File: config.mk
export PLATFORM = sky130hd
export DESIGN_NAME = fp8_e4m3_accumulator
export DESIGN_NICKNAME = d
export VERILOG_FILES = /design/src/rtl/fp8_pkg.sv /design/src/rtl/fp8_e4m3_adder.sv /design/src/rtl/fp8_e4m3_accumulator.sv
export SDC_FILE = /design/constraint.sdc
export NUM_CORES = 1
export LEC_CHECK = 0
export ABC_AREA = 1
export ABC_CLOCK_PERIOD_IN_PS = 12700
export CAP_MARGIN = 20
export CORE_MARGIN = 2
export CORE_UTILIZATION = 54
export DETAILED_ROUTE_END_ITERATION = 8
export DONT_BUFFER_PORTS = 1
export PLACE_DENSITY = 0.71
export SLEW_MARGIN = 20
export SYNTH_ARGS = -nofsm -noshare
export SYNTH_HDL_FRONTEND = slang
export SYNTH_HIERARCHICAL = 1
export SYNTH_SLANG_ARGS = --single-unit
export TNS_END_PERCENT = 5
File: constraint.sdc
create_clock -name clk -period 12.7 [get_ports clk]
set_input_delay 3.175 -clock clk [delete_from_list [all_inputs] [get_ports clk]]
set_output_delay 3.175 -clock clk [all_outputs]
set_load 0.05 [all_outputs]
File: src/rtl/fp8_pkg.sv
// fp8_pkg: shared FP8 E4M3 constants, accumulator state encoding and field helpers.
//   FP8 layout {sign, exp[3:0], frac[2:0]}, exponent bias 7, exp==0 is subnormal.
package fp8_pkg;
    localparam int FP8_W  = 8;
    localparam int EXP_W  = 4;
    localparam int FRAC_W = 3;

    localparam logic [FP8_W-1:0] FP8_ZERO    = 8'h00;
    localparam logic [EXP_W-1:0] FP8_EXP_MAX = 4'hF;

    typedef enum logic [1:0] {IDLE, ACC, HOLD} state_t;

    function automatic logic [EXP_W-1:0] exp_of(input logic [FP8_W-1:0] v);
        return v[FRAC_W +: EXP_W];
    endfunction
endpackage

File: src/rtl/fp8_e4m3_adder.sv
// fp8_e4m3_adder: combinational FP8 E4M3 adder.
//   a, b : FP8 operands
//   sum  : a+b rounded to nearest-even; overflow saturates to +/-448 (0x7E/0xFE),
//          NaN operands give 0x7F, an exact-zero sum is +0.
module fp8_e4m3_adder
    import fp8_pkg::*;
(
    input  logic [FP8_W-1:0] a,
    input  logic [FP8_W-1:0] b,
    output logic [FP8_W-1:0] sum
);
    // Every E4M3 value is an integer multiple of 2^-9; the largest fits in 18 bits,
    // so a sum of two is exact in 19 bits of magnitude.
    localparam int MAG_W = 19;

    function automatic logic [MAG_W-1:0] align(input logic [FP8_W-1:0] v);
        logic [3:0] m;
        logic [3:0] e;
        m = {exp_of(v) != 4'd0, v[2:0]};
        e = (exp_of(v) == 4'd0) ? 4'd1 : exp_of(v);
        return MAG_W'(m) << (e - 4'd1);
    endfunction

    logic signed [MAG_W:0] sa, sb, tot;
    logic [MAG_W-1:0] mag;
    logic             neg;
    logic [4:0]       p, shift, sh1, e;
    logic [4:0]       mant;
    logic             guard, sticky;

    always_comb begin
        sa     = a[7] ? -$signed({1'b0, align(a)}) : $signed({1'b0, align(a)});
        sb     = b[7] ? -$signed({1'b0, align(b)}) : $signed({1'b0, align(b)});
        tot    = sa + sb;
        neg    = tot[MAG_W];
        mag    = neg ? MAG_W'(-tot) : tot[MAG_W-1:0];
        p      = 5'd0;
        for (int i = 0; i < MAG_W; i++)
            if (mag[i]) p = 5'(i);
        shift  = 5'd0;
        sh1    = 5'd0;
        e      = 5'd0;
        mant   = 5'd0;
        guard  = 1'b0;
        sticky = 1'b0;
        sum    = FP8_ZERO;

        if (a[6:0] == 7'h7F || b[6:0] == 7'h7F) begin
            sum = 8'h7F;
        end else if (mag == '0) begin
            sum = FP8_ZERO;
        end else if (p <= 5'd3) begin
            // Subnormal / smallest-normal range is exact at this resolution.
            sum = {neg, 3'b000, mag[3], mag[2:0]};
        end else begin
            shift  = p - 5'd3;
            sh1    = shift - 5'd1;
            e      = shift + 5'd1;
            mant   = {1'b0, 4'(mag >> shift)};
            guard  = mag[sh1];
            sticky = |(mag & ((MAG_W'(1) << sh1) - MAG_W'(1)));
            if (guard && (sticky || mant[0]))
                mant = mant + 5'd1;
            if (mant[4]) begin
                mant = 5'd8;
                e    = e + 5'd1;
            end
            // exp 15 / frac 7 is the NaN code, so 448 is the top finite value.
            if (e > 5'd15 || (e == 5'd15 && mant[2:0] == 3'd7))
                sum = {neg, 7'h7E};
            else
                sum = {neg, e[3:0], mant[2:0]};
        end
    end
endmodule

File: src/rtl/fp8_e4m3_accumulator.sv
// fp8_e4m3_accumulator: folds a valid/ready FP8 E4M3 stream into one sum per packet.
//   clk, rst            : clock, synchronous active-high reset
//   in_valid/in_ready   : element handshake; in_data element, in_last closes packet
//   out_valid/out_ready : result handshake; out_data sum, out_count elements folded
//   out_sat             : present only when FP8_ACC_SAT_EN is defined; sticky flag
//                         set when any partial sum has exponent 4'hF
// Packets are force-closed after MAX_LEN elements.
module fp8_e4m3_accumulator
    import fp8_pkg::*;
#(
    parameter int MAX_LEN = 256,
    parameter int CNT_W   = $clog2(MAX_LEN + 1)
) (
    input  logic             clk,
    input  logic             rst,
    input  logic             in_valid,
    output logic             in_ready,
    input  logic [FP8_W-1:0] in_data,
    input  logic             in_last,
    output logic             out_valid,
    input  logic             out_ready,
    output logic [FP8_W-1:0] out_data,
    output logic [CNT_W-1:0] out_count
`ifdef FP8_ACC_SAT_EN
    ,
    output logic             out_sat
`endif
);
    localparam logic [CNT_W-1:0] MAX_CNT = CNT_W'(MAX_LEN);

    state_t           state;
    logic [FP8_W-1:0] acc, add_sum;
    logic [CNT_W-1:0] cnt, cnt_inc;
    logic             accept;

    fp8_e4m3_adder u_add (.a(acc), .b(in_data), .sum(add_sum));

    assign in_ready = (state != HOLD);
    assign accept   = in_valid && in_ready;
    assign cnt_inc  = cnt + CNT_W'(1);

`ifdef FP8_ACC_SAT_EN
    logic sat, first_sat, next_sat;
    assign first_sat = (exp_of(in_data) == FP8_EXP_MAX);
    assign next_sat  = sat || (exp_of(add_sum) == FP8_EXP_MAX);
`endif

    always_ff @(posedge clk) begin
        if (rst) begin
            state     <= IDLE;
            acc       <= FP8_ZERO;
            cnt       <= '0;
            out_valid <= 1'b0;
            out_data  <= FP8_ZERO;
            out_count <= '0;
`ifdef FP8_ACC_SAT_EN
            sat       <= 1'b0;
            out_sat   <= 1'b0;
`endif
        end else begin
            case (state)
                IDLE: if (accept) begin
                    // First element bypasses the adder.
                    acc <= in_data;
                    cnt <= CNT_W'(1);
`ifdef FP8_ACC_SAT_EN
                    sat <= first_sat;
`endif
                    if (in_last || MAX_LEN == 1) begin
                        state     <= HOLD;
                        out_valid <= 1'b1;
                        out_data  <= in_data;
                        out_count <= CNT_W'(1);
`ifdef FP8_ACC_SAT_EN
                        out_sat   <= first_sat;
`endif
                    end else begin
                        state <= ACC;
                    end
                end
                ACC: if (accept) begin
                    acc <= add_sum;
                    cnt <= cnt_inc;
`ifdef FP8_ACC_SAT_EN
                    sat <= next_sat;
`endif
                    if (in_last || cnt_inc == MAX_CNT) begin
                        state     <= HOLD;
                        out_valid <= 1'b1;
                        out_data  <= add_sum;
                        out_count <= cnt_inc;
`ifdef FP8_ACC_SAT_EN
                        out_sat   <= next_sat;
`endif
                    end
                end
                HOLD: if (out_ready) begin
                    state     <= IDLE;
                    out_valid <= 1'b0;
                    cnt       <= '0;
`ifdef FP8_ACC_SAT_EN
                    sat       <= 1'b0;
                    out_sat   <= 1'b0;
`endif
                end
                default: state <= IDLE;
            endcase
        end
    end
endmodule

# --- Word-level counts from Yosys, hierarchy flattened ---
# Cells that the tools add are included.
totals:
  ff_bits: 37
  out_inout_bits: 19
classes:
  addsub: 13
  magnitude_cmp: 3
  eq_ne: 13
  n_shift: 4
  mux: 70
  n_bitwise: 1
  reduce_logical: 21
op_table:
  columns: ["operator", "n"]
  rows:
  - ["$mux 8", 8]
  - ["$mux 9", 7]
  - ["$mux 5", 11]
  - ["$mux 20", 2]
  - ["$mux 4", 10]
  - ["$neg 19->20", 2]
  - ["$shl 4x4->19", 2]
  - ["$pmux 8 s2", 2]
  - ["$pmux 9 s3", 1]
  - ["$mux 3", 8]
  - ["$add 20x20->20", 1]
  - ["$and 19x19->19", 1]
  - ["$logic_not 19->1", 1]
  - ["$mux 19", 1]
  - ["$neg 19->19", 1]
  - ["$reduce_or 19->1", 1]
  - ["$shl 1x5->19 const A", 1]
  - ["$shr 19x5->4", 1]
  - ["$sub 19x1->19 const B", 1]
  - ["$pmux 9 s2", 1]
  - ["$eq 7x7->1 const B", 2]
  - ["$mux 2", 7]
  - ["$mux 7", 2]
  - ["$ne 2x2->1 const B", 6]
  - ["29 further kinds", 45]

# --- Depth between registers and ports, before layout ---
# Gate-level depths: netlist (run 1).
depth:
  depth_word: 53
  depth_mapped: 85
  ltp_nobuf: 81

# --- Hierarchy ---
# The synthesis (run 1) kept the hierarchy.
by_module_without_submodules:
  columns: ["mod", "n_inst", "cells_each", "area_each_um2"]
  rows:
  - ["fp8_e4m3_adder", 1, 1007, 5380.2]
  - ["fp8_e4m3_accumulator", 1, 279, 1923.1]

# --- Worst setup path after synthesis (run 1) ---
# Ideal clock, no wire load.
synth_timing:
  path_type: "in2reg"
  startpoint: "in in_data[4]"
  endpoint: "reg acc[3]"
  setup_ns: 0.070
  arrival_ns: 12.189
  required_ns: 12.630
  setup_slack_ns: 0.440
  cell_stages: 77
  path_buffers: 5
  path_cell_list: "nor2_1 > a21oi_1 > ha_1 > xor2_2 > inv_2 > nand4_1 > ha_1 > inv_1 > nor2_1 > nand3_1 > nand3b_1 > nor3b_1 > inv_1 > nor4_1 > a31oi_1 > xor2_1 > ha_1 > inv_1 > [... 41 more ...] > nand2_1 > nand3_1 > nor2_1 > nand2_1 > nor2_2 > nand2_4 > nand3_4 > inv_2 > nand2_1 > nand2_1 > nor2_1 > nand3_2 > nand2_1 > o21ai_1 > nand2_1 > mux2i_1 > or2_2 > a21oi_1"
synth_between:
  elab_chain_len: 52
  word_cells_on_any_way: 69
  classes_between: "10 x add/sub; 2 x order compare; 3 x eq/ne; 3 x shift; 41 x mux; 1 x bitwise; 9 x reduce/logical"
synth_lines:
  columns: ["item", "line_no", "source"]
  rows:
  - ["start, declared", "fp8_e4m3_accumulator.sv:18", "input logic [FP8_W-1:0] in_data,"]
  - ["parallel branches: the longest is 49 deep, another holds $neg 19->20", null, null]
  - ["$mux 8 *", "fp8_e4m3_adder.sv:48", "if (a[6:0] == 7'h7F || b[6:0] == 7'h7F) begin"]
  - ["named net add_sum[3]", "fp8_e4m3_accumulator.sv:32", "logic [FP8_W-1:0] acc, add_sum;"]
  - ["$mux 8 *", "fp8_e4m3_accumulator.sv:81", "ACC: if (accept) begin"]
  - ["$pmux 8 s2 *", "fp8_e4m3_accumulator.sv:61", "case (state)"]
  - ["end signal, assigned", "fp8_e4m3_accumulator.sv:64", "acc <= in_data;"]
  - ["end signal, assigned", "fp8_e4m3_accumulator.sv:82", "acc <= add_sum;"]
  - ["end, declared", "fp8_e4m3_accumulator.sv:32", null]
# Mark *: on every way through the listed nets, which the timed path passes. The select of a mux whose other input is x is not followed.
# A chain may end at the register's enable or synchronous reset.

# --- Worst setup path in the final report (run 1) ---
layout_timing:
  startpoint: "in in_data[4]"
  endpoint: "reg out_data[1]"
layout_between:
  elab_chain_len: 53
  word_cells_on_any_way: 70
  classes_between: "10 x add/sub; 2 x order compare; 3 x eq/ne; 3 x shift; 42 x mux; 1 x bitwise; 9 x reduce/logical"
layout_lines:
  columns: ["item", "line_no", "source"]
  rows:
  - ["parallel branches: the longest is 49 deep, another holds $neg 19->20", null, null]
  - ["$mux 8 *", "fp8_e4m3_adder.sv:48", null]
  - ["named net add_sum[1]", "fp8_e4m3_accumulator.sv:32", null]
  - ["$mux 8 *", "fp8_e4m3_accumulator.sv:87", "if (in_last || cnt_inc == MAX_CNT) begin"]
  - ["$mux 8 *", "fp8_e4m3_accumulator.sv:81", null]
  - ["$pmux 8 s2 *", "fp8_e4m3_accumulator.sv:61", null]
  - ["end signal, assigned", "fp8_e4m3_accumulator.sv:72", "out_data <= in_data;"]
  - ["end signal, assigned", "fp8_e4m3_accumulator.sv:90", "out_data <= add_sum;"]
  - ["end, declared", "fp8_e4m3_accumulator.sv:22", "output logic [FP8_W-1:0] out_data,"]
# Marks and branches as above.

==> results of run 1 <==
[path summary, 6_finish.rpt]
kind,startpoint,endpoint,slack [ps],cells past startpoint
min reg2reg,cnt[8],cnt[8],480,2
max,in_data[4],out_data[1],800,64
max reg2reg,acc[5],out_data[1],3060,61
min,cnt[8],cnt[8],480,2
[critical path: cells and delay by family]
kind                       cells  cell delay [ps]
AOI/OAI and AO/OA             10             2090
xor gates and xnor gates       3              720
adders and majority gates      5             1260
buffers and inverters          7              750
muxes                          1              180
and+or+nand+nor               38             3910
[timing repair]
item | CTS | global route
buffers inserted | 0 | 4
resized for setup | 0 | 24
endpoints found under the setup margin | 0 | 14
[layer usage]
layer | up-vias | share of wire | GRT usage
met5 | - | 0 | 0
met4 | 0 | 0.018 | 0.0669
met3 | 30 | 0.084 | 0.0406
met2 | 319 | 0.43 | 0.451
met1 | 3643 | 0.46 | 0.420
li1 | 4225 | - | -
[flip-flops by register name, indices dropped and copies added (netlist names)]
name,count
cnt,9
acc,8
out_count,9
out_data,8
state,2
out_valid,1
[final cells by class]
cell class	instances	area share
Clock inverter	1	0.000641
Inverter	146	0.0705
Sequential cell	37	0.0948
Clock buffer	7	0.0195
Multi-Input combinational cell	1071	0.760
Timing Repair Buffer	27	0.0264
Tap cell	176	0.0282
[stage by stage]
step,utilization,hold WS (ps)
floorplan,-,457
global placement,0.566,467
detailed placement,0.566,468
CTS,0.578,476
global route,0.590,523
finish,0.590,477
[Yosys cell counts (all sizes together), types with 11 or more instances]
cell	n
xor2	58
dfxtp	37
nand3	127
nor2	147
buf	21
inv	142
nor3	13
clkbuf	11
xnor2	18
nand4	32
nand2	407
a21oi	78
ha	42
nand3b	16
o21ai	70
[kinds of logic (layout without fill, tap and decap cells)]
| family | count (synthesis) | count (layout) | share of synthesized area |
|---|---|---|---|
| AND/OR/NAND/NOR | 758 | 758 | 0.463 |
| AO/OA/AOI/OAI | 186 | 186 | 0.151 |
| buffers and inverters | 178 | 181 | 0.103 |
| XOR/XNOR | 76 | 76 | 0.0963 |
| adder cells (fa/ha/maj) | 43 | 43 | 0.0747 |
| flip-flops | 37 | 37 | 0.101 |
| multiplexers | 8 | 8 | 0.0110 |
==> impl_results.md, run 1 <==
- Outcome: finished, final reports clean
- Syn Inst Count: 1286
- Worst-skew pair later-pin latency: 280 ps
- Final setup vio count: 0
- Worst Tran Pin Value: 887 ps
- Vias: 8217
- Kind of critical path: primary input to flop
- Worst rel slew slack: 0.408
- Register Area: 741 sq um
- Post-Syn Area: 0.00730 sq mm
- Post-Syn Nets: 1342
- Crit path top cell by count: nand2_1
- Vias in the first global route: 7362
- Post-synth ARST share: 0
- Fin. Hold Viols: 0
- Most common cell after layout, fill and taps aside: nand2_1
- Commonest cells after routing, fill and taps aside: nand2_1, nor2_1, inv_1, nand3_1, a21oi_1
- # rows: 42
- Pins Over Slew Limit: 0
- Port Buf Inserts: 0
- Area share of the leading cell type in the synthesized netlist: 0.196
- Seq/Total Area, Yosys: 0.101
- CP endpoint kind: flop
- # IOs: 32
- Max Root-Sink Buffers: 2
- Multi-input gate area: 0.00594 sq mm
- Cells after DPL: 1453
- Layout cells sized above 1: 0.105
- Fmax: 84.1 MHz
- Synth unique cells: 56
- Drt initial violations: 876
- Worst path max stage delay: 380 ps
- Dpl ws: -87.1 ps
- Worst setup margin: 803 ps
- Syn_area_per_cell: 5.68 sq um
- Critical Path Start Type: primary input
- Largest net degree at the start of global routing: 38
- Post-synth EDFFs: 0
- Initial antenna violation count: 0
- Main area contributors after synthesis: nand2_1, dfxtp_1, nand3_1
- Finished Layout Cells: 1465
- Die area: 0.0145 sq mm
- Design area: 0.00781 sq mm
- Worst Hold Class: flop to flop
- First-pass GRT wire length: 35100 um
- Routed wire length: 21400 um
- CTS tree: built
- Critical Path AT: 12060 ps
- Number of sinks on the clock net: 37
- Yosys warns: 6
- Crit-path max FO: 11
- Drt first pass iters: 7
- CTS buffer count: 5
- Area Growth Syn to Fin: 6.96%
- Final cycle utilization of the critical path: 0.937
- Routed Antenna Nets: 0
- Post-synth top area cell: nand2_1
- Initial core utilization: 0.551
- Placed cell area: 0.00749 sq mm
- Max Cap Viol: 0
- Overall die width: 120 um
- WL per Instance: 14.6 um
- H-tree levels: 2
- Final HPWL DP: 17000 um
- Clock-pin slew on the worst setup and hold paths: 50 ps
- Clock Skews: 3.35 ps
- Synth Register Bits: 37
- CP max stage cell: ha_1
- Post-route minimum period: 11900 ps
- Cts hold-fix bufs: 0
- # DRC: 0
- Setup TNS: 0 ps
- GPL Wtd Cong: 0.943
- Chip height: 120 um
- Core footprint: 0.0132 sq mm
- GRT Util Overall: 0.289
- Root buf cell: clkbuf_16
- Antenna cells: 0
- Gr ovfl total: 0
- WP data required: 12870 ps
- Filler cells: 1374
- Vias per std cell: 5.61
- Ys flop type: dfxtp_1
- Nets: 1344
Power of run 1 is left out: the tool's default activity adds up to more than one toggle a clock period on the data nets, which glitch-free logic cannot reach.
==> run 2: changes to the inputs <==
--- a/config.mk
+++ b/config.mk
@@ -12,7 +12,7 @@
 export CORE_UTILIZATION = 54
 export DETAILED_ROUTE_END_ITERATION = 8
 export DONT_BUFFER_PORTS = 1
-export PLACE_DENSITY = 0.71
+export PLACE_DENSITY = 0.84
 export SLEW_MARGIN = 20
 export SYNTH_ARGS = -nofsm -noshare
 export SYNTH_HDL_FRONTEND = slang
==> run 2 against run 1 <==
Effect of this change:
- clock skew increased by 5.1 ps
- via count increased by 2.9%
- register-to-register slack got worse by 60 ps
- flip-flop and latch count unchanged
- design area decreased by 0.35%
- first-iteration DRC count decreased by 3.8%
- critical path type unchanged
- largest cell class unchanged
==> impl_results.md, run 2 (same netlist as run 1, synthesis figures left out) <==
- Crit-path max FO: 10 (was 11)
- Final setup vio count: 0 (unchanged)
- Final HPWL DP: 16200 um (was 17000 um)
- Busiest grt layer: met2 (unchanged)
- H-tree levels: 2 (unchanged)
- Met3 GRT Util: 0.0255 (was 0.0406)
- Worst Hold Class: flop to flop (unchanged)
- Critical Path AT: 12130 ps (was 12060 ps)
- Fin. Hold Viols: 0 (unchanged)
- Max Root-Sink Buffers: 2 (unchanged)
- # rows: 42 (unchanged)
- Routed Antenna Nets: 0 (unchanged)
- Root buf cell: clkbuf_16 (unchanged)
- Fmax: 83.9 MHz (was 84.1 MHz)
- Port Buf Inserts: 0 (unchanged)
- Register Area: 741 sq um (unchanged)
- Crit path top cell by count: nand2_1 (unchanged)
- Multi-input gate area: 0.00595 sq mm (was 0.00594 sq mm)
- CTS tree: built (unchanged)
- Clock Skews: 8.41 ps (was 3.35 ps)
- Vias: 8459 (was 8217)
- Post-route minimum period: 11930 ps (was 11900 ps)
- GR Util met1: 0.359 (was 0.420)
- # DRC: 0 (unchanged)
- Kind of critical path: primary input to flop (unchanged)
- Area Growth Syn to Fin: 6.58% (was 6.96%)
- Routed wire length: 20800 um (was 21400 um)
- Drt first pass iters: 7 (unchanged)
- Drt initial violations: 843 (was 876)
- Regs by FF count: cnt x9, out_count x9 (unchanged)
- CP max stage cell: xor2_1 (was ha_1)
- Most common cell after layout, fill and taps aside: nand2_1 (unchanged)
- # IOs: 32 (unchanged)
- Filler cells: 1281 (was 1374)
- Vias per std cell: 5.79 (was 5.61)
- Largest net degree at the start of global routing: 33 (was 38)
- Outcome: finished, final reports clean (unchanged)
- Initial core utilization: 0.551 (unchanged)
- Cells after DPL: 1451 (was 1453)
- Number of sinks on the clock net: 37 (unchanged)
- Worst rel slew slack: 0.426 (was 0.408)
- Worst-skew pair later-pin latency: 280 ps (about the same)
- Antenna cells: 0 (unchanged)
- WP data required: 12910 ps (was 12870 ps)
- Die area: 0.0145 sq mm (unchanged)
- Core footprint: 0.0132 sq mm (unchanged)
- Gr ovfl total: 0 (unchanged)
- Max Cap Viol: 0 (unchanged)
- Layout cells sized above 1: 0.101 (was 0.105)
- Met2 Track Usage GR: 0.501 (was 0.451)
- Clock-pin slew on the worst setup and hold paths: 60 ps (was 50 ps)
- Critical Path Start Type: primary input (unchanged)
- Nets: 1342 (was 1344)
- CP endpoint kind: flop (unchanged)
- Worst path max stage delay: 440 ps (was 380 ps)
- Pins Over Slew Limit: 0 (unchanged)
- WL per Instance: 14.2 um (was 14.6 um)
- GRT Util Overall: 0.282 (was 0.289)
- RSZ-0062 raised after global routing: no
- First-pass GRT wire length: 34500 um (was 35100 um)
- CTS buffer count: 5 (unchanged)
- Overall die width: 120 um (unchanged)
- Worst Tran Pin Value: 861 ps (was 887 ps)
- Initial antenna violation count: 0 (unchanged)
- Vias in the first global route: 7737 (was 7362)
- Final cycle utilization of the critical path: 0.939 (was 0.937)
- Finished Layout Cells: 1462 (was 1465)
- Commonest cells after routing, fill and taps aside: nand2_1, nor2_1, inv_1, nand3_1, a21oi_1 (unchanged)
- Chip height: 120 um (unchanged)
- GPL Wtd Cong: 0.966 (was 0.943)
-- run 2: cell types whose count changed in the layout (fill, tap and decap cells not counted), sizes merged --
| cell | delta |
|---|---|
| clkinv | -1 |
| buf | -3 |
| xor2 | +1 |
| clkinvlp | +1 |
| clkbuf | -1 |
-- run 2: final cells by class --
class | instances | share of cell area
multi-input combinational | 1072 | 0.764
sequential | 37 | 0.0952
inverter | 146 | 0.0707
tap | 176 | 0.0283
timing repair buffer | 24 | 0.0231
clock buffer | 6 | 0.0178
clock inverter | 1 | 0.000964
-- run 2: worst max-delay path: cells and delay by family --
kind	cells	cell delay, ps
simple gates	35	4400
compound gates	8	1180
mux	1	90
fa+ha+maj	5	1240
buf+inv	7	580
xor+xnor	5	1480
-- run 2: through the flow --
step                cell area, sq um  setup TNS (ps)  worst slack (ps)   util  hold WS [ps]
floorplan                       7300               0               440      -           457
global placement                7480               0               408  0.565           466
detailed placement              7480            -167             -53.6  0.565           478
CTS                             7630               0               214  0.576           487
global route                    7780               0              3.62  0.588           511
finish                          7780               0               775  0.588           489
-- run 2: path summary, 6_finish.rpt --
path	start	end	cells after the start	slack, ps
worst max-delay path	in_data[4]	acc[3]	61	770
worst min register to register	cnt[8]	cnt[8]	2	490
worst min-delay path	cnt[8]	cnt[8]	2	490
worst max register to register	acc[5]	acc[3]	57	3000
-- run 2: layer usage --
layer	part of all wire	wire (um)
met5	0	0
met4	0.028	590
met3	0.062	1280
met2	0.48	9960
met1	0.43	8940
-- run 2: timing repair --
action	CTS	global route
endpoints found under the setup margin	0	14
buffers inserted	0	2
gates resized for setup	0	20
hold buffers	0	0
Power of run 2 is left out for the same reason.
==> run 3: changes to the inputs <==
--- a/config.mk
+++ b/config.mk
@@ -6,13 +6,14 @@
 export NUM_CORES = 1
 export LEC_CHECK = 0
 export ABC_AREA = 1
-export ABC_CLOCK_PERIOD_IN_PS = 12700
+export ABC_CLOCK_PERIOD_IN_PS = 12520
 export CAP_MARGIN = 20
 export CORE_MARGIN = 2
 export CORE_UTILIZATION = 54
 export DETAILED_ROUTE_END_ITERATION = 8
 export DONT_BUFFER_PORTS = 1
-export PLACE_DENSITY = 0.84
+export GPL_TIMING_DRIVEN = 1
+export PLACE_DENSITY = 0.81
 export SLEW_MARGIN = 20
 export SYNTH_ARGS = -nofsm -noshare
 export SYNTH_HDL_FRONTEND = slang
==> constraint.sdc (replaced) <==
create_clock -name clk -period 12.52 [get_ports clk]
set_input_delay 3.13 -clock clk [delete_from_list [all_inputs] [get_ports clk]]
set_output_delay 3.13 -clock clk [all_outputs]
set_load 0.05 [all_outputs]
==> run 3 against run 2 <==
Effect of this change:
- hold slack worse by 12 ps
- cell count rose by 0.82%
- flip-flop and latch count stayed put
- die area unchanged
==> impl_results.md, run 3 (same netlist as run 1, synthesis figures left out) <==
- Kind of critical path: primary input to flop (unchanged)
- Worst hold start: cnt[8] (unchanged)
- Fmax: 85.7 MHz
- H-tree levels: 2 (unchanged)
- Routed Antenna Nets: 0 (unchanged)
- Setup TNS: 0 ps (unchanged)
- Endpoint, Worst Hold: cnt[8] (unchanged)
- Initial antenna violation count: 0 (unchanged)
- Die area: 0.0145 sq mm (unchanged)
- GRT Util Overall: 0.282 (about the same)
- WL per Instance: 14.2 um (about the same)
- Dpl ws: -103 ps (was -53.6 ps)
- Worst R2R Start: acc[5] (unchanged)
- R2r setup slk: 2980 ps (was 3000 ps)
- Post-route minimum period: 11660 ps
- Clock-pin slew on the worst setup and hold paths: 60 ps (about the same)
- Largest net degree at the start of global routing: 33 (unchanged)
- Chip height: 120 um (unchanged)
- CTS tree: built (unchanged)
- Final cycle utilization of the critical path: 0.931
- WP data required: 12730 ps (was 12910 ps)
- Nets: 1353 (was 1342)
- Worst rel slew slack: 0.410 (was 0.426)
- CTS buffer count: 5 (unchanged)
- GPL Wtd Cong: 0.998 (was 0.966)
- Vias per std cell: 5.71 (was 5.79)
- Vias in the first global route: 7623 (was 7737)
- Area Growth Syn to Fin: 8.91% (was 6.58%)
- Antenna cells: 0 (unchanged)
- Root buf cell: clkbuf_16 (unchanged)
- # IOs: 32 (unchanged)
- Critical Path AT: 11870 ps (was 12130 ps)
- Port Buf Inserts: 0 (unchanged)
- Most common cell after layout, fill and taps aside: nand2_1 (unchanged)
- Initial core utilization: 0.551 (unchanged)
- Regs by FF count: cnt x9, out_count x9 (unchanged)
- Overall die width: 120 um (unchanged)
- Drt initial violations: 648 (was 843)
- Finished Core Util: 0.601 (was 0.588)
- Design area: 0.00795 sq mm (was 0.00778 sq mm)
- Critical Path Start Type: primary input (unchanged)
- Number of sinks on the clock net: 37 (unchanged)
- Hold-critical path depth: 2 (unchanged)
- Worst Hold Class: flop to flop (unchanged)
- Gr ovfl total: 0 (unchanged)
- Vias: 8421 (was 8459)
- Worst path max stage delay: 360 ps (was 440 ps)
- Max Cap Viol: 0 (unchanged)
- Worst-skew pair later-pin latency: 280 ps (about the same)
- First-pass GRT wire length: 34400 um (was 34500 um)
- # DRC: 0 (unchanged)
- Final setup vio count: 0 (unchanged)
- Final HPWL DP: 16300 um (was 16200 um)
- Drt first pass iters: 5 (was 7)
- Fin. Hold Viols: 0 (unchanged)
- CP endpoint kind: flop (unchanged)
- Outcome: finished, final reports clean (unchanged)
- R2R depth: 60 (was 57)
- # rows: 42 (unchanged)
- Crit-path max FO: 12 (was 10)
- Cts hold-fix bufs: 0 (unchanged)
- Clock Skews: 2.92 ps (was 8.41 ps)
- Placed cell area: 0.00750 sq mm (was 0.00748 sq mm)
- Pins Over Slew Limit: 0 (unchanged)
- Max Root-Sink Buffers: 2 (unchanged)
- Core footprint: 0.0132 sq mm (unchanged)
- CP max stage cell: ha_2 (was xor2_1)
- Worst setup margin: 858 ps (was 775 ps)
- Commonest cells after routing, fill and taps aside: nand2_1, nor2_1, inv_1, nand3_1, a21oi_1 (unchanged)
- Layout cells sized above 1: 0.119 (was 0.101)
- Routed wire length: 20900 um (was 20800 um)
- Worst Tran Pin Value: 884 ps (was 861 ps)
- Critical R2R Capture: acc[6] (was acc[3])
[run 3: per-stage QoR]
stage,instances,hold slack [ps]
2_1_floorplan,1286,457
3_3_place_gp,1454,464
3_5_place_dp,1454,469
4_1_cts,1462,478
5_1_grt,1474,510
6_report,1474,477
[run 3: final cells by class]
type,count,area [sq um]
Tap cell,176,220
Sequential cell,37,741
Multi-Input combinational cell,1072,6040
Timing Repair Buffer,35,263
Inverter,146,551
Fill cell,1329,5290
Clock buffer,6,129
Clock inverter,2,10.0
[run 3: timing repair]
item	CTS	global route
setup endpoints to repair	0	14
resized for setup	0	38
setup buffers	0	10
[run 3: worst max-delay path by stage]
stage	start	depth (start not counted)	endpoint	slack, ps
floorplan	in_data[4]	77	acc[3]	310
global placement	in_data[4]	58	acc[4]	140
detailed placement	in_data[4]	56	acc[6]	-100
CTS	in_data[4]	56	acc[6]	160
global route	in_data[4]	59	acc[0]	-70
finish	in_data[4]	63	acc[6]	860
[run 3: critical path, delay by kind of cell]
kind	cells	cell delay, ps
buffers and inverters	8	1130
and+or+nand+nor	36	4150
xor gates and xnor gates	3	620
muxes	1	150
adders and majority gates	4	1180
AOI/OAI and AO/OA	11	1480
[run 3: routing by layer]
metal	up-vias	routed length, um	global-route usage
li1	4249	-	-
met1	3765	9030	0.361
met2	354	9870	0.486
met3	53	1340	0.0377
met4	0	690	0.0974
met5	-	0	0
Power of run 3 is left out for the same reason.
